`src/rtl/fpu.sv`:
```
`default_nettype none
// ============================================================================
//  Package     : fpu
//  Description : Shared FPU types and constants used by the divide path.
//                Defines the divide sequencer state encoding and the
//                quotient, dividend-shift, mantissa and remainder widths.
//  Revision    : 1.0 - initial release
// ============================================================================
package fpu;

  typedef enum logic [1:0] {
    FPU_DIVIDE_IDLE = 2'd0,
    FPU_DIVIDE_BUSY = 2'd1,
    FPU_DIVIDE_DONE = 2'd2
  } fpu_divide_state_t;

  localparam int FPU_DIVIDE_QUOTIENT_WIDTH = 51;
  localparam int FPU_DIVIDE_DIVIDEND_SHIFT = 27;
  localparam int FPU_DIVIDE_MANT_WIDTH     = 24;
  // One bit wider than the divisor: the shifted partial remainder stays below 2*b.
  localparam int FPU_DIVIDE_REM_WIDTH      = 25;

endpackage
`default_nettype wire

```
`src/rtl/fpu_divide_step.sv`:
```
`default_nettype none
// ============================================================================
//  Module      : fpu_divide_step
//  Description : One combinational restoring-division step.
//                Shifts the next dividend bit into the partial remainder and
//                subtracts the divisor when the trial value is large enough.
//  Ports       : r            in  25  partial remainder (always < b)
//                dividend_bit in  1   next dividend bit, MSB first
//                b            in  24  divisor
//                r_next       out 25  updated partial remainder
//                q_bit        out 1   resolved quotient bit
//  Revision    : 1.0 - initial release
// ============================================================================
module fpu_divide_step
  import fpu::*;
(
  input  logic [FPU_DIVIDE_REM_WIDTH-1:0]  r,
  input  logic                             dividend_bit,
  input  logic [FPU_DIVIDE_MANT_WIDTH-1:0] b,
  output logic [FPU_DIVIDE_REM_WIDTH-1:0]  r_next,
  output logic                             q_bit
);

  logic [FPU_DIVIDE_REM_WIDTH:0] w_trial;
  logic [FPU_DIVIDE_REM_WIDTH:0] w_diff;
  logic                          w_unused_msb;

  assign w_trial = {r, dividend_bit};
  assign w_diff  = w_trial - {2'b00, b};
  assign q_bit   = (w_trial >= {2'b00, b});
  // Because r < b on entry, the trial value is < 2*b and the result is < b,
  // so the top bit of either operand never carries information.
  assign r_next  = q_bit ? w_diff[FPU_DIVIDE_REM_WIDTH-1:0]
                         : w_trial[FPU_DIVIDE_REM_WIDTH-1:0];
  assign w_unused_msb = w_trial[FPU_DIVIDE_REM_WIDTH] ^ w_diff[FPU_DIVIDE_REM_WIDTH];

endmodule
`default_nettype wire

```
`src/rtl/fpu_divide_sequencer.sv`:
```
`default_nettype none
// ============================================================================
//  Module      : fpu_divide_sequencer
//  Description : Multi-cycle restoring mantissa divider for the FPU divide
//                path. Computes floor((a << 27) / b) as a 51-bit quotient
//                (48 integer bits + 3 guard bits), BITS_PER_CYCLE bits per
//                cycle, with valid/ready handshakes on both sides.
//  Build macro : FPU_DIVIDE_STICKY_EN - when defined, out_sticky reports a
//                nonzero final remainder; otherwise out_sticky is tied to 0.
//  Parameters  : BITS_PER_CYCLE (1 or 3), ID_WIDTH (tag width)
//  Ports       : clk          in  1        clock
//                rst          in  1        asynchronous reset, active-low
//                in_valid     in  1        operand pair valid
//                in_ready     out 1        ready to accept operands
//                in_a         in  24       dividend mantissa
//                in_b         in  24       divisor mantissa
//                in_id        in  ID_WIDTH operation tag
//                out_valid    out 1        result valid
//                out_ready    in  1        consumer accepts result
//                out_quotient out 51       floor((a<<27)/b), [2:0] guard bits
//                out_div_zero out 1        divisor was zero
//                out_sticky   out 1        nonzero final remainder
//                out_id       out ID_WIDTH tag of the operation
//  Revision    : 1.0 - initial release
// ============================================================================
module fpu_divide_sequencer
  import fpu::*;
#(
  parameter int BITS_PER_CYCLE = 1,
  parameter int ID_WIDTH       = 4
) (
  input  logic                                 clk,
  input  logic                                 rst,
  input  logic                                 in_valid,
  output logic                                 in_ready,
  input  logic [FPU_DIVIDE_MANT_WIDTH-1:0]     in_a,
  input  logic [FPU_DIVIDE_MANT_WIDTH-1:0]     in_b,
  input  logic [ID_WIDTH-1:0]                  in_id,
  output logic                                 out_valid,
  input  logic                                 out_ready,
  output logic [FPU_DIVIDE_QUOTIENT_WIDTH-1:0] out_quotient,
  output logic                                 out_div_zero,
  output logic                                 out_sticky,
  output logic [ID_WIDTH-1:0]                  out_id
);

  localparam int QW       = FPU_DIVIDE_QUOTIENT_WIDTH;
  localparam int RW       = FPU_DIVIDE_REM_WIDTH;
  localparam int STEPS    = QW / BITS_PER_CYCLE;
  localparam int CNT_W    = $clog2(STEPS);
  localparam logic [CNT_W-1:0] CNT_LAST = CNT_W'(STEPS - 1);

  if (BITS_PER_CYCLE != 1 && BITS_PER_CYCLE != 3) begin : g_bpc_illegal
    $error("fpu_divide_sequencer: BITS_PER_CYCLE must be 1 or 3");
  end

  fpu_divide_state_t r_state;
  fpu_divide_state_t w_state_next;

  logic [RW-1:0]                    r_rem;
  logic [QW-1:0]                    r_dividend;
  logic [FPU_DIVIDE_MANT_WIDTH-1:0] r_b;
  logic [QW-1:0]                    r_quot;
  logic [CNT_W-1:0]                 r_count;
  logic                             r_div_zero;
  logic [ID_WIDTH-1:0]              r_id;

  logic                             w_accept;
  logic                             w_last_step;
  logic [RW-1:0]                    w_rem [BITS_PER_CYCLE+1];
  logic [BITS_PER_CYCLE-1:0]        w_qbits;

  // --------------------------------------------------------------------------
  // Control FSM
  // --------------------------------------------------------------------------
  always_ff @(posedge clk or negedge rst) begin
    if (!rst) begin
      r_state <= FPU_DIVIDE_IDLE;
    end else begin
      r_state <= w_state_next;
    end
  end

  always_comb begin
    w_state_next = r_state;
    w_accept     = 1'b0;
    w_last_step  = 1'b0;
    case (r_state)
      FPU_DIVIDE_IDLE: begin
        if (in_valid) begin
          w_accept     = 1'b1;
          // A zero divisor has a fixed answer, so skip the iteration.
          w_state_next = (in_b == '0) ? FPU_DIVIDE_DONE : FPU_DIVIDE_BUSY;
        end
      end
      FPU_DIVIDE_BUSY: begin
        if (r_count == '0) begin
          w_last_step  = 1'b1;
          w_state_next = FPU_DIVIDE_DONE;
        end
      end
      FPU_DIVIDE_DONE: begin
        if (out_ready) begin
          w_state_next = FPU_DIVIDE_IDLE;
        end
      end
      default: w_state_next = FPU_DIVIDE_IDLE;
    endcase
  end

  assign in_ready  = (r_state == FPU_DIVIDE_IDLE);
  assign out_valid = (r_state == FPU_DIVIDE_DONE);

  // --------------------------------------------------------------------------
  // Restoring step chain: step k consumes dividend bit (QW-1-k) and produces
  // the k-th most significant of this cycle's quotient bits.
  // --------------------------------------------------------------------------
  assign w_rem[0] = r_rem;

  for (genvar k = 0; k < BITS_PER_CYCLE; k++) begin : g_step
    fpu_divide_step u_step (
      .r            (w_rem[k]),
      .dividend_bit (r_dividend[QW-1-k]),
      .b            (r_b),
      .r_next       (w_rem[k+1]),
      .q_bit        (w_qbits[BITS_PER_CYCLE-1-k])
    );
  end

  // --------------------------------------------------------------------------
  // Datapath registers
  // --------------------------------------------------------------------------
  always_ff @(posedge clk or negedge rst) begin
    if (!rst) begin
      r_rem      <= '0;
      r_dividend <= '0;
      r_b        <= '0;
      r_quot     <= '0;
      r_count    <= '0;
      r_div_zero <= 1'b0;
      r_id       <= '0;
    end else if (w_accept) begin
      r_rem      <= '0;
      r_dividend <= {in_a, {FPU_DIVIDE_DIVIDEND_SHIFT{1'b0}}};
      r_b        <= in_b;
      r_id       <= in_id;
      r_count    <= CNT_LAST;
      r_div_zero <= (in_b == '0);
      r_quot     <= (in_b == '0) ? {QW{1'b1}} : '0;
    end else if (r_state == FPU_DIVIDE_BUSY) begin
      r_rem      <= w_rem[BITS_PER_CYCLE];
      r_dividend <= r_dividend << BITS_PER_CYCLE;
      r_quot     <= {r_quot[QW-1-BITS_PER_CYCLE:0], w_qbits};
      if (!w_last_step) begin
        r_count <= r_count - CNT_W'(1);
      end
    end
  end

`ifdef FPU_DIVIDE_STICKY_EN
  logic r_sticky;

  // Captured on the final step so it lands together with the last quotient bits.
  always_ff @(posedge clk or negedge rst) begin
    if (!rst) begin
      r_sticky <= 1'b0;
    end else if (w_accept) begin
      r_sticky <= 1'b0;
    end else if (w_last_step) begin
      r_sticky <= |w_rem[BITS_PER_CYCLE];
    end
  end

  assign out_sticky = r_sticky;
`else
  assign out_sticky = 1'b0;
`endif

  assign out_quotient = r_quot;
  assign out_div_zero = r_div_zero;
  assign out_id       = r_id;

endmodule
`default_nettype wire

```
`config.mk`:
```
export PLATFORM = sky130hd
export DESIGN_NAME = fpu_divide_sequencer
export DESIGN_NICKNAME = d
export VERILOG_FILES = /design/src/rtl/fpu.sv /design/src/rtl/fpu_divide_step.sv /design/src/rtl/fpu_divide_sequencer.sv
export SDC_FILE = /design/constraint.sdc
export NUM_CORES = 1
export LEC_CHECK = 0
export ABC_AREA = 1
export BUFFER_PORTS_ARGS = -buffer_cell sky130_fd_sc_hd__buf_2
export CAP_MARGIN = 20
export CORE_ASPECT_RATIO = 1.4
export CORE_MARGIN = 5
export CORE_UTILIZATION = 58
export DETAILED_ROUTE_END_ITERATION = 10
export MAX_ROUTING_LAYER = met4
export PLACE_DENSITY = 0.79
export SKIP_LAST_GASP = 1
export SLEW_MARGIN = 20
export SYNTH_ARGS = -nofsm -noshare
export SYNTH_HDL_FRONTEND = slang
export SYNTH_SLANG_ARGS = --single-unit
```
`constraint.sdc`:
```
create_clock -name clk -period 2.25 [get_ports clk]
set_input_delay 0.225 -clock clk [delete_from_list [all_inputs] [get_ports clk]]
set_output_delay 0.225 -clock clk [all_outputs]
set_load 0.005 [all_outputs]
```
# ---- After elaboration in Yosys (flattened, before gate mapping)
# Index checks and enable logic that the tools add are counted.
dict set report op_classes {
  mul 0
  magnitude_cmp 1
  bitwise 0
  div 0
  n_mux 20
  n_eq_ne 6
  n_addsub 2
  shifts 0
  reduce_logical 6
}
# cell count
set ops {}
lappend ops {{$mux 51} 5}
lappend ops {{$mux 25} 3}
lappend ops {{$ge 26x24->1} 1}
lappend ops {{$sub 25x24->25} 1}
lappend ops {{$logic_not 24->1} 1}
lappend ops {{$mux 6} 3}
lappend ops {{$mux 2} 4}
lappend ops {{$logic_not 6->1} 1}
lappend ops {{$ne 2x2->1 const B} 3}
lappend ops {{$pmux 2 s3} 1}
lappend ops {{$sub 6x1->6 const B} 1}
lappend ops {{$mux 1} 4}
lappend ops {{$reduce_and 3->1} 1}
lappend ops {{$eq 2x1->1 const B} 1}
lappend ops {{$eq 2x2->1 const B} 1}
lappend ops {{$logic_not 2->1} 1}
lappend ops {{$ne 2x1->1 const B} 1}
lappend ops {{$reduce_and 2->1} 1}
lappend ops {{$reduce_bool 2->1} 1}
dict set report totals {
  memories 0
  latchBits 0
  romBits 0
  ramBits 0
  ff_bits 164
}

# ---- Depth between registers and ports, before layout
dict set report depth {
  word_depth 6
  depth_mapped 15
  ltp_nobuf 15
}

# ---- Hierarchy
# From an unflattened synthesis, not the netlist that was laid out.
dict set report unflattened {
  hier_cells 1091
  area_unflattened_um2 8032.7
}
# module cells_each instances seq_area_each_um2 area_each_um2
set modules_own_cells {}
lappend modules_own_cells {fpu_divide_sequencer 589 1 3428.3 5651.7}
lappend modules_own_cells {fpu_divide_step 502 1 0.0 2381.0}

# ---- Least setup slack after synthesis
# OpenSTA, ideal clock, no wires.
dict set report synth_timing {
  kind {reg-to-reg}
  start {reg r_b[0]}
  end {reg r_rem[10]}
  slack_ns 0.264
  path_stages_with_launch 14
  period_less_slack_ns 1.986
  arrival_ns 1.869
  path_buffers 1
  path_cell_list {dfrtp_1 ha_1 fa_1 inv_1 nand2_1 nand3_2 nand2_1 nand2_2 nand3_4 nand2_8 buf_8 nand2_1 nand3_1 nand2_1}
}
dict set report synth_between {
  elab_chain_len 4
  word_cells_on_any_way 5
  classes_between {1 x add/sub; 1 x order compare; 3 x mux}
}
# element line
set synth_rtl {}
lappend synth_rtl {{start: declaration} fpu_divide_sequencer.sv:62} ;# logic [FPU_DIVIDE_MANT_WIDTH-1:0] r_b;
lappend synth_rtl {{start signal: assignment} fpu_divide_sequencer.sv:145} ;# r_b <= in_b;
lappend synth_rtl {{$sub 25x24->25 or $ge 26x24->1 (tied branches)} {fpu_divide_step.sv:29, fpu_divide_step.sv:30}}
lappend synth_rtl {{$mux 25 *} fpu_divide_step.sv:33} ;# assign r_next = q_bit ? w_diff[FPU_DIVIDE_REM_WIDTH-1:0]
lappend synth_rtl {{$mux 25 *} fpu_divide_sequencer.sv:150} ;# end else if (r_state == FPU_DIVIDE_BUSY) begin
lappend synth_rtl {{$mux 25 *} fpu_divide_sequencer.sv:142} ;# end else if (w_accept) begin
lappend synth_rtl {{end signal: assignment} fpu_divide_sequencer.sv:151} ;# r_rem <= w_rem[BITS_PER_CYCLE];
lappend synth_rtl {{end: declaration} fpu_divide_sequencer.sv:60} ;# logic [RW-1:0] r_rem;
# Mark *: on every way between the ends. The rest lies on a longest branch, timed or not. The select of a mux whose other input is x is not followed.
# A chain may end at the register's enable or synchronous reset.

# ---- Final worst setup path
dict set report layout_timing {
  start {reg r_b[0]}
  end {reg r_rem[8]}
}
# The elaborated chain is that of the path after synthesis.

==> flow_summary.toml <==
[layout]
num-fill-cells = 1054
layout_commonest_cell = "nand2_1"
fin_area_um2 = 9580
drive_gt1_share_pct = 18.2
final_util_pct = 71.5
final_cell_mix = "nand2_1 (406), inv_1 (145), dfrtp_1 (137), buf_2 (112), nor2_1 (56)"
area_growth_pct = 21.2
num-nets-final = 1292

[placed_design]
place_ws_ns = 0.0509
place_congestion = 1.03
numPortBuffers = 113
place_area_um2 = 8660
dp_hpwl_mm = 14.8

[synthesis]
synth_top_area_share_pct = 43.4
yosysSeqAreaShare_pct = 43.4
synth.avg_cell_area_um2 = 7.27
netlist_instances = 1087
ys_warn_count = 0
synth_area_leader_cell = "dfrtp_1"
synthTopCellsByArea = "dfrtp_1 (43%), nand2_1 (19%), inv_1 (7.0%)"
syn_area_um2 = 7900
syn_nets = 1170
synth_seq_cells = 137
synth_cell_types = 38

[floorplanning]
dieArea_um2 = 16100
coreArea_um2 = 13400
io_pins = 115
die_h_um = 148
std_cell_rows = 50
die_w_um = 109
initial_utilization_pct = 59.0

[pwr]
finalPower_w = 0.0185
ir_drop_mv = 1.15
power.leakage_nw = 5.22
power_density_nw_per_um2 = 1930

[detailed_routing]
num_vias = 7536
dr.first_iter.drc_count = 427
firstDrtPassIters = 8
post_drt_wl_per_cell_um = 15.3
final_antenna_net_count = 0
drc = 1
viasPerCell = 5.37
wl_mm = 21.5

[clocking]
ctsRootBufferMaster = "clkbuf_16"
clock_path_buffers = 2
cts_tree = "done"
numClockSinks = 137
htreeDepth = 4
clk_pin_slew_ns = 0.06
clk_latency_ns = 0.42
cts-buffers-inserted = 17

[timing]
fin_ws_ns = -0.00158
setup_viol = 1
layout_worst_path_cycle_share_pct = 100
finClkSkew_ns = 0.0117
final_hold_viol_count = 0
tightest_slew_ns = 0.616
holdWs_ns = 0.000657
fmax_mhz = 444
layout_min_cycle_time_ns = 2.25
max-slew-margin-rel_pct = 58.9
slew_violations = 0

[grt]
grt_pass1_wl_mm = 34.5
grt_max_degree = 68
grt_usage_pct = 27.5
globalRouteOverflowTotal = 0
grt_pass1_vias = 7431
grt_antenna_before_repair = 1

[setup_path]
startpoint_type = "flip-flop"
cp_max_fo = 6
end_kind = "flip-flop"
worstPathRequired_ns = 2.54
crit_arrival_ns = 2.54
critPathKind = "flip-flop to flip-flop"

[flow_run]
max_cap_viol_count = 0

[worst_hold_path]
worstHoldPathType = "input port to flip-flop"

[run_status]
status = "complete, but fails checks"
violations = "DRC, setup timing"
## flip-flops by register name (all words and copies together) (netlist names)
register / count
out_quotient: 51
r_state: 2
r_count: 6
out_div_zero: 1
r_rem: 25
out_id: 4
r_dividend: 24
r_b: 24
## path summary, 6_finish.rpt
kind / start / depth (start not counted) / slack, ns / to
setup reg to reg: r_b[0] / 12 / -0.002 / r_rem[8]
hold / removal: out_ready / 2 / 0.0007 / r_state[1]
setup / recovery: r_b[0] / 12 / -0.002 / r_rem[8]
min in group asynchronous: rst / 2 / 0.38 / r_dividend[40]
hold reg to reg: out_div_zero / 2 / 0.48 / out_div_zero
max in group asynchronous: rst / 3 / 1.17 / r_rem[11]
## stage by stage
step                      setup TNS (ns)  cells
after global placement                 0   1360
after floorplan                        0   1087
after CTS                              0   1392
after global routing              -0.310   1404
final                           -0.00158   1404
after detailed placement               0   1360
## report_power, final
part           switching [W]  leakage [nW]  internal, W
clock network        0.00106         0.296      0.00188
registers           0.000850          1.67      0.00373
logic                0.00687          3.26      0.00409
## kinds of logic after synthesis
group	count (synthesis)	synth area share [%]
AO/OA/AOI/OAI	135	9.44
XOR/XNOR	9	0.998
adder cells (fa/ha/maj)	27	4.37
buffers and inverters	194	9.82
flip-flops	137	43.4
other	1	0.0475
AND/OR/NAND/NOR	584	31.9
## layout make-up
cell class | count | area [um^2] | area share [%]
Clock buffer | 20 | 447 | 4.66
Inverter | 154 | 578 | 6.04
Antenna cell | 1 | 2.50 | 0.0261
Timing Repair Buffer | 141 | 861 | 8.99
Clock inverter | 11 | 171 | 1.79
Sequential cell | 137 | 3430 | 35.8
Tap cell | 182 | 228 | 2.38
Multi-Input combinational cell | 758 | 3860 | 40.3
## Yosys cell counts, drive strengths merged
cell type / n
o31ai: 1
and2: 2
conb: 1
inv: 154
nand3: 56
nor3: 4
nor2: 65
nand3b: 22
buf: 21
ha: 26
nand2: 419
dfrtp: 137
nor4: 2
fa: 1
xor2: 2
clkbuf: 19
o221ai: 7
xnor2: 7
a21oi: 57
o21ai: 55
nand4: 14
o211ai: 8
a22oi: 7
## what timing repair did
item                                   in CTS  in global routing
setup endpoints to repair                   0                 26
gates resized for setup                     0                 31
buffers inserted                            0                  7
hold buffers                                1                  0
endpoints found under the hold margin      64                  0
## critical path, cell delays in order, from the launching register on
cell and delay, ns:
dfrtp_1 0.41, ha_4 0.19, fa_2 0.39, inv_2 0.09
nand2_2 0.07, nand3_4 0.09, nand2_2 0.08, nand2_4 0.09
nand3_4 0.23, nand2_4 0.21, nand2_1 0.10, nand3_1 0.12
nand2_1 0.08
## layer usage
| metal | wire (um) | up-vias | track usage [%] |
|---|---|---|---|
| li1 | - | 3665 | - |
| met1 | 8550 | 3557 | 33.2 |
| met2 | 11200 | 257 | 46.3 |
| met3 | 1130 | 57 | 4.65 |
| met4 | 644 | 0 | 10.1 |
| met5 | 0 | - | - |
Note: power is estimated with default switching activity, not from simulation.
